<file path="src/rtl/serial_add_pkg.sv">
// Shared definitions for the bit-serial adder controller: FSM state encoding
// and the default operand width.
package serial_add_pkg;

    localparam int DEFAULT_WIDTH = 8;

    typedef enum logic [1:0] {
        ST_IDLE = 2'd0,
        ST_RUN  = 2'd1,
        ST_DONE = 2'd2
    } state_t;

endpackage

</file>
<file path="src/rtl/full_add_mux.sv">
// 1-bit full adder built from two mux-based half-adder cells and an OR for
// the carry; used once as the serial datapath cell.
module full_add_mux (
    input  logic a,
    input  logic b,
    input  logic cin,
    output logic sum,
    output logic cout
);

    logic s1;
    logic c1;
    logic c2;

    // Each half adder is a pair of 2:1 muxes selected by its first input.
    assign s1   = a  ? ~b   : b;
    assign c1   = a  ? b    : 1'b0;
    assign sum  = s1 ? ~cin : cin;
    assign c2   = s1 ? cin  : 1'b0;
    assign cout = c1 | c2;

endmodule

</file>
<file path="src/rtl/serial_add_ctrl.sv">
// Bit-serial WIDTH-bit adder controller, LSB first, start/busy/done handshake.
// Optional macro SERIAL_ADD_SUB_EN adds a 'sub' input for a - b.
module serial_add_ctrl
    import serial_add_pkg::*;
#(
    parameter int WIDTH = DEFAULT_WIDTH
) (
    input  logic             clk,
    input  logic             rst,
    input  logic             start,
`ifdef SERIAL_ADD_SUB_EN
    input  logic             sub,
`endif
    input  logic [WIDTH-1:0] a,
    input  logic [WIDTH-1:0] b,
    output logic             busy,
    output logic             done,
    output logic [WIDTH-1:0] sum,
    output logic             cout
);

    localparam int CW = $clog2(WIDTH);
    localparam logic [CW-1:0] LAST = CW'(WIDTH - 1);

    state_t           state;
    logic [WIDTH-1:0] a_sr;
    logic [WIDTH-1:0] b_sr;
    logic [WIDTH-1:0] sum_sr;
    logic             carry;
    logic [CW-1:0]    cnt;

    logic             bit_sum;
    logic             bit_cout;
    logic [WIDTH-1:0] next_sum;
    logic [WIDTH-1:0] load_b;
    logic             load_carry;

    // Subtraction is a + ~b + 1, so only the loaded B and initial carry differ.
`ifdef SERIAL_ADD_SUB_EN
    assign load_b     = sub ? ~b : b;
    assign load_carry = sub;
`else
    assign load_b     = b;
    assign load_carry = 1'b0;
`endif

    full_add_mux u_cell (
        .a    (a_sr[0]),
        .b    (b_sr[0]),
        .cin  (carry),
        .sum  (bit_sum),
        .cout (bit_cout)
    );

    assign next_sum = {bit_sum, sum_sr[WIDTH-1:1]};

    // Controller FSM; busy/done/sum/cout are all registered here.
    always_ff @(posedge clk) begin
        if (rst) begin
            state  <= ST_IDLE;
            busy   <= 1'b0;
            done   <= 1'b0;
            sum    <= '0;
            cout   <= 1'b0;
            carry  <= 1'b0;
            cnt    <= '0;
            a_sr   <= '0;
            b_sr   <= '0;
            sum_sr <= '0;
        end else begin
            case (state)
                ST_IDLE: begin
                    done <= 1'b0;
                    if (start) begin
                        a_sr  <= a;
                        b_sr  <= load_b;
                        carry <= load_carry;
                        cnt   <= '0;
                        busy  <= 1'b1;
                        state <= ST_RUN;
                    end
                end
                ST_RUN: begin
                    sum_sr <= next_sum;
                    carry  <= bit_cout;
                    a_sr   <= a_sr >> 1;
                    b_sr   <= b_sr >> 1;
                    cnt    <= cnt + 1'b1;
                    if (cnt == LAST) begin
                        sum   <= next_sum;
                        cout  <= bit_cout;
                        busy  <= 1'b0;
                        done  <= 1'b1;
                        state <= ST_DONE;
                    end
                end
                ST_DONE: begin
                    done <= 1'b0;
                    // A start seen here skips IDLE for back-to-back throughput.
                    if (start) begin
                        a_sr  <= a;
                        b_sr  <= load_b;
                        carry <= load_carry;
                        cnt   <= '0;
                        busy  <= 1'b1;
                        state <= ST_RUN;
                    end else begin
                        state <= ST_IDLE;
                    end
                end
                default: begin
                    busy  <= 1'b0;
                    done  <= 1'b0;
                    state <= ST_IDLE;
                end
            endcase
        end
    end

endmodule

</file>
<file path="config.mk">
export PLATFORM = sky130hd
export DESIGN_NAME = serial_add_ctrl
export DESIGN_NICKNAME = d
export VERILOG_FILES = /design/src/rtl/serial_add_pkg.sv /design/src/rtl/full_add_mux.sv /design/src/rtl/serial_add_ctrl.sv
export SDC_FILE = /design/constraint.sdc
export NUM_CORES = 1
export LEC_CHECK = 0
export CAP_MARGIN = 20
export CORE_ASPECT_RATIO = 2
export CORE_MARGIN = 5
export CORE_UTILIZATION = 29
export CTS_CLUSTER_SIZE = 25
export DETAILED_ROUTE_END_ITERATION = 16
export GPL_TIMING_DRIVEN = 0
export PLACE_DENSITY = 0.54
export SLEW_MARGIN = 20
export SYNTH_ARGS = -nofsm -noshare
export SYNTH_HDL_FRONTEND = slang
export SYNTH_SLANG_ARGS = --single-unit
</file>
<file path="constraint.sdc">
create_clock -name clk -period 2.4 [get_ports clk]
set_input_delay 0.48 -clock clk [delete_from_list [all_inputs] [get_ports clk]]
set_output_delay 0.48 -clock clk [all_outputs]
set_load 0.02 [all_outputs]
</file>
# After elaboration in Yosys (flattened, before gate mapping)
# Cells that the tools add are included.
# W data, S select, Z words.
# word_totals
regBits	41
wordCells	48
# op_classes
n_addsub	1
n_eq_ne	6
bitwise	4
reduce_logical	8
n_mux	19
# ops
cell	n
$pmux W8 S2	2
$mux W8	2
$mux W1	8
$reduce_and A2 Y1	4
$pmux W2 S3	1
$pmux W3 S2	1
$mux W2	2
$ne A2 B2 Y1 const B	2
$pmux W1 S2	2
$reduce_or A2 Y1	2
$add A3 B1 Y3 const B	1
$eq A3 B3 Y1 const B	1
$mux W3	1
$not A1 Y1	3
$eq A2 B1 Y1 const B	1
$eq A2 B2 Y1 const B	1
$logic_not A2 Y1	1
$ne A2 B1 Y1 const B	1
$reduce_bool A2 Y1	1
$or A1 B1 Y1	1

# Depth between registers and ports, before layout
# logic_depth
ltp_word	5
ltp_mapped	6
depth_no_buf	5

# Cells and area by module
# A second synthesis with hierarchy kept.
# unflattened
hier_cells	182
area_unflattened_um2	1710.4
# modules_own_cells
module	area_each_um2	seq_area_each_um2	n_inst	cells_each
serial_add_ctrl	1690.4	800.8	1	181
full_add_mux	20.0	0.0	1	1

# Worst setup path before layout
# OpenSTA, ideal clock, no wires.
# synth_timing
path_kind	input-to-reg
startpoint	in start
endpoint	reg a_sr[6]
t_required_ps	2260
stages	5
arrival_time_ps	1137
setup_time_ps	140
path_buffers	2
setup_slack_ps	1123
cell_sequence	nor2b_1 > buf_4 > buf_6 > nor3_1 > a211oi_2
# synth_via
elab_chain_cells	2
# synth_lines
item	line	text
start: declaration	serial_add_ctrl.sv:10	input logic start,
$ne A2 B1 Y1 (no source line)	--	
$reduce_and A2 Y1 (no source line)	--	
end signal: assignment	serial_add_ctrl.sv:86	a_sr <= a_sr >> 1;
end: declaration	serial_add_ctrl.sv:26	logic [WIDTH-1:0] a_sr;
# No other way between the ends.
# A chain may end at the register's enable or synchronous reset.

# Final worst setup path
# layout_timing
startpoint	reg cout
endpoint	out cout
# layout_rtl
item	line	text
start: declaration	serial_add_ctrl.sv:19	output logic cout
start signal: assignment	serial_add_ctrl.sv:91	cout <= bit_cout;
# No word-level cell between the ends.

==> impl_metrics.yaml <==
cts:
  cts_resized: 0
  clk_latency_ns: 0.28
  cts_hold_buf: 0
  cts_tree: "yes"
  h-tree-depth: 2
  clkTransAtPathRegs_ns: 0.06
  post_cts_buffers: 0
  cts_root_buffer: "clkbuf_16"
  cts.sinks: 40
  cts_max_path_buffers: 2
  cts-buffers-inserted: 5
synthesis:
  synth_compound_gate_area_share: 0.1632
  synth-xor-area-share: 0
  synthCells: 182
  synth_fa_ha_area_frac: 0.02555
  yosysTopAreaCell: "dfxtp_1"
  netlist_area_mm2: 0.001763
  synth_top_family_by_area: "simple AND/OR/NAND/NOR gates"
  ys_types: 25
  synth_simple_gate_area_frac: 0.2101
  synth.avg_cell_area_um2: 9.686
  synth_seq_cells: 40
  syn-num-nets: 204
  seq_area_frac_synth: 0.4542
  yosys-top-cells-area: "dfxtp_1, mux2i_1, a211oi_2"
  synth_mux_area_frac: 0.07949
  yosys_warnings: 0
  synth_top_area_share: 0.4542
sta:
  fin_crit_sh: 0.7226
  rsz0062_at_grt: "no"
  finalCriticalPeriod_ns: 1.734
  fmax_mhz: 576.6
  setup_tns_ns: 0
  hold_viol: 0
  slew_headroom: 0.5742
  tightest_slew_ns: 0.6387
  drv_slew: 0
  setup_viol: 0
  finClkSkew_ns: 0.007617
drt:
  vias_per_cell: 4.975
  drc: 0
  drt_iter0_drc: 51
  ant_nets: 0
  vias: 1393
  routed_wl_mm: 4.059
  first_pass_iters: 4
  wl_per_cell_um: 14.50
finish:
  drive_above_1_share: 0.1889
  final_nets: 239
  antenna_cells: 0
  final-instance-count-excl-fill: 280
  layout_commonest_cell: "dfxtp_1"
  layout_common_cells: "dfxtp_1, nand2_1, clkdlybuf4s50_1"
  area_growth_pct: 28.18
  multi_input_area_um2: 843.3
  seq_area_um2: 800.8
  nFillCells: 599
setup_path:
  cp_max_fo: 2
  required_ns: 1.92
  critPathLaunchType: "flop"
  max_stage_delay_ns: 0.62
  crit_slowest_cell: "clkdlybuf4s50_1"
  path_buf_inv: 1
  crit_path_cell_trace: "clkdlybuf4s50_1"
  endpoint_kind: "output port"
  cp.arrival_ns: 1.25
  critical_path_class: "flop to output port"
  critPathTopFamily: "buffers and inverters"
global_route:
  grt_pass1_wl_mm: 6.865
  grt_max_degree: 13
  grt_usage: 0.1134
  grt_antenna_before_repair: 0
  grt_pass1_vias: 1449
  grt-ovfl-total: 0
die:
  die_area_mm2: 0.007833
  die_h_um: 120.3
  fp.dieW_um: 65.13
  pin_count: 30
  rows: 40
  coreArea_mm2: 0.005956
  initial_core_util: 0.2960
power_and_ir_drop:
  seqPwrFrac: 0.455
  switchingPower_mw: 0.3949
  p_per_area_mw_per_mm2: 701.4
  power_frac_clock: 0.398
  leakagePower_nw: 0.7801
  ir_drop_mv: 0.3662
  p_int_mw: 1.190
  p_comb_frac: 0.147
  p_sw_frac: 0.2492
  total_power_mw: 1.585
placement:
  dpl.hpwl_mm: 2.957
  dp_cells: 273
  gp_congestion: 0.6806
  port_buffers: 28
worst_hold_path:
  hold_class: "flop to flop"
outcome:
  outcome: "finished, final reports clean"
run:
  maxCapViolations: 0
[cell families after synthesis]
family                     count (synthesis)
buffers and inverters                     17
muxes                                     14
adders and majority gates                  3
and+or+nand+nor                           69
DFF                                       40
AOI/OAI and AO/OA                         39
[Yosys cell counts]
master	count
a211oi_1	3
a211oi_2	11
a21oi_1	23
and2b_1	1
buf_1	2
buf_2	2
buf_4	6
buf_6	4
clkbuf_1	3
dfxtp_1	40
fa_1	1
ha_1	2
mux2i_1	14
nand2_1	28
nand2_2	1
nand2b_1	3
nand3_1	15
nand3b_1	1
nor2_1	3
nor2b_1	1
nor3_1	5
nor3_2	10
nor3b_1	1
o21a_1	1
o21ai_1	1
[path summary, 6_finish.rpt]
kind | start | end | slack [ns] | cells after the start
setup reg to reg | cnt[0]$_SDFFE_PP0P_ | sum[3]$_SDFFE_PP0P_ | 0.92 | 5
setup / recovery | cout$_SDFFE_PP0P_ | cout | 0.67 | 1
hold reg to reg | sum[3]$_SDFFE_PP0P_ | sum[3]$_SDFFE_PP0P_ | 0.45 | 2
hold / removal | sum[3]$_SDFFE_PP0P_ | sum[3]$_SDFFE_PP0P_ | 0.45 | 2
[flip-flops by register name (all words and copies together), names as in the netlist]
signal  flops
busy        1
b_sr        8
done        1
sum         8
carry       1
cout        1
sum_sr      7
state       2
a_sr        8
cnt         3
[routing by layer]
layer,GRT usage,vias to the layer above,part of all wire
met5,0,-,0
met4,0.05974,0,0.026
met3,0.02509,7,0.048
met2,0.2040,40,0.51
met1,0.1196,642,0.41
li1,-,704,-
[power by group through the flow]
| stage | registers (mW) | clock network [mW] | logic, mW |
|---|---|---|---|
| finish | 0.722 | 0.630 | 0.233 |
| global route | 0.726 | 0.674 | 0.257 |
| CTS | 0.722 | 0.651 | 0.238 |
| detailed placement | 0.737 | 0 | 0.237 |
| global placement | 0.736 | 0 | 0.237 |
| floorplan | 0.733 | 0 | 0.167 |
[layout make-up]
type                       instances  area share
sequential                        40      0.3544
tap                               63     0.03488
clock inverter                     2    0.005537
multi-input combinational        125      0.3732
buffer                            17     0.05260
timing repair buffer              28      0.1240
clock buffer                       5     0.05537
[through the flow]
| step | hold slack (ns) | worst slack, ns | instance area [µm²] | utilization |
|---|---|---|---|---|
| floorplan | 0.4366 | 1.123 | 1763 | - |
| global placement | 0.4439 | 0.5877 | 2122 | 0.3563 |
| detailed placement | 0.4487 | 0.5898 | 2122 | 0.3563 |
| CTS | 0.4572 | 0.6532 | 2260 | 0.3794 |
| global route | 0.4787 | 0.6502 | 2260 | 0.3794 |
| finish | 0.4535 | 0.6657 | 2260 | 0.3794 |
(Power assumes the default switching activity.)
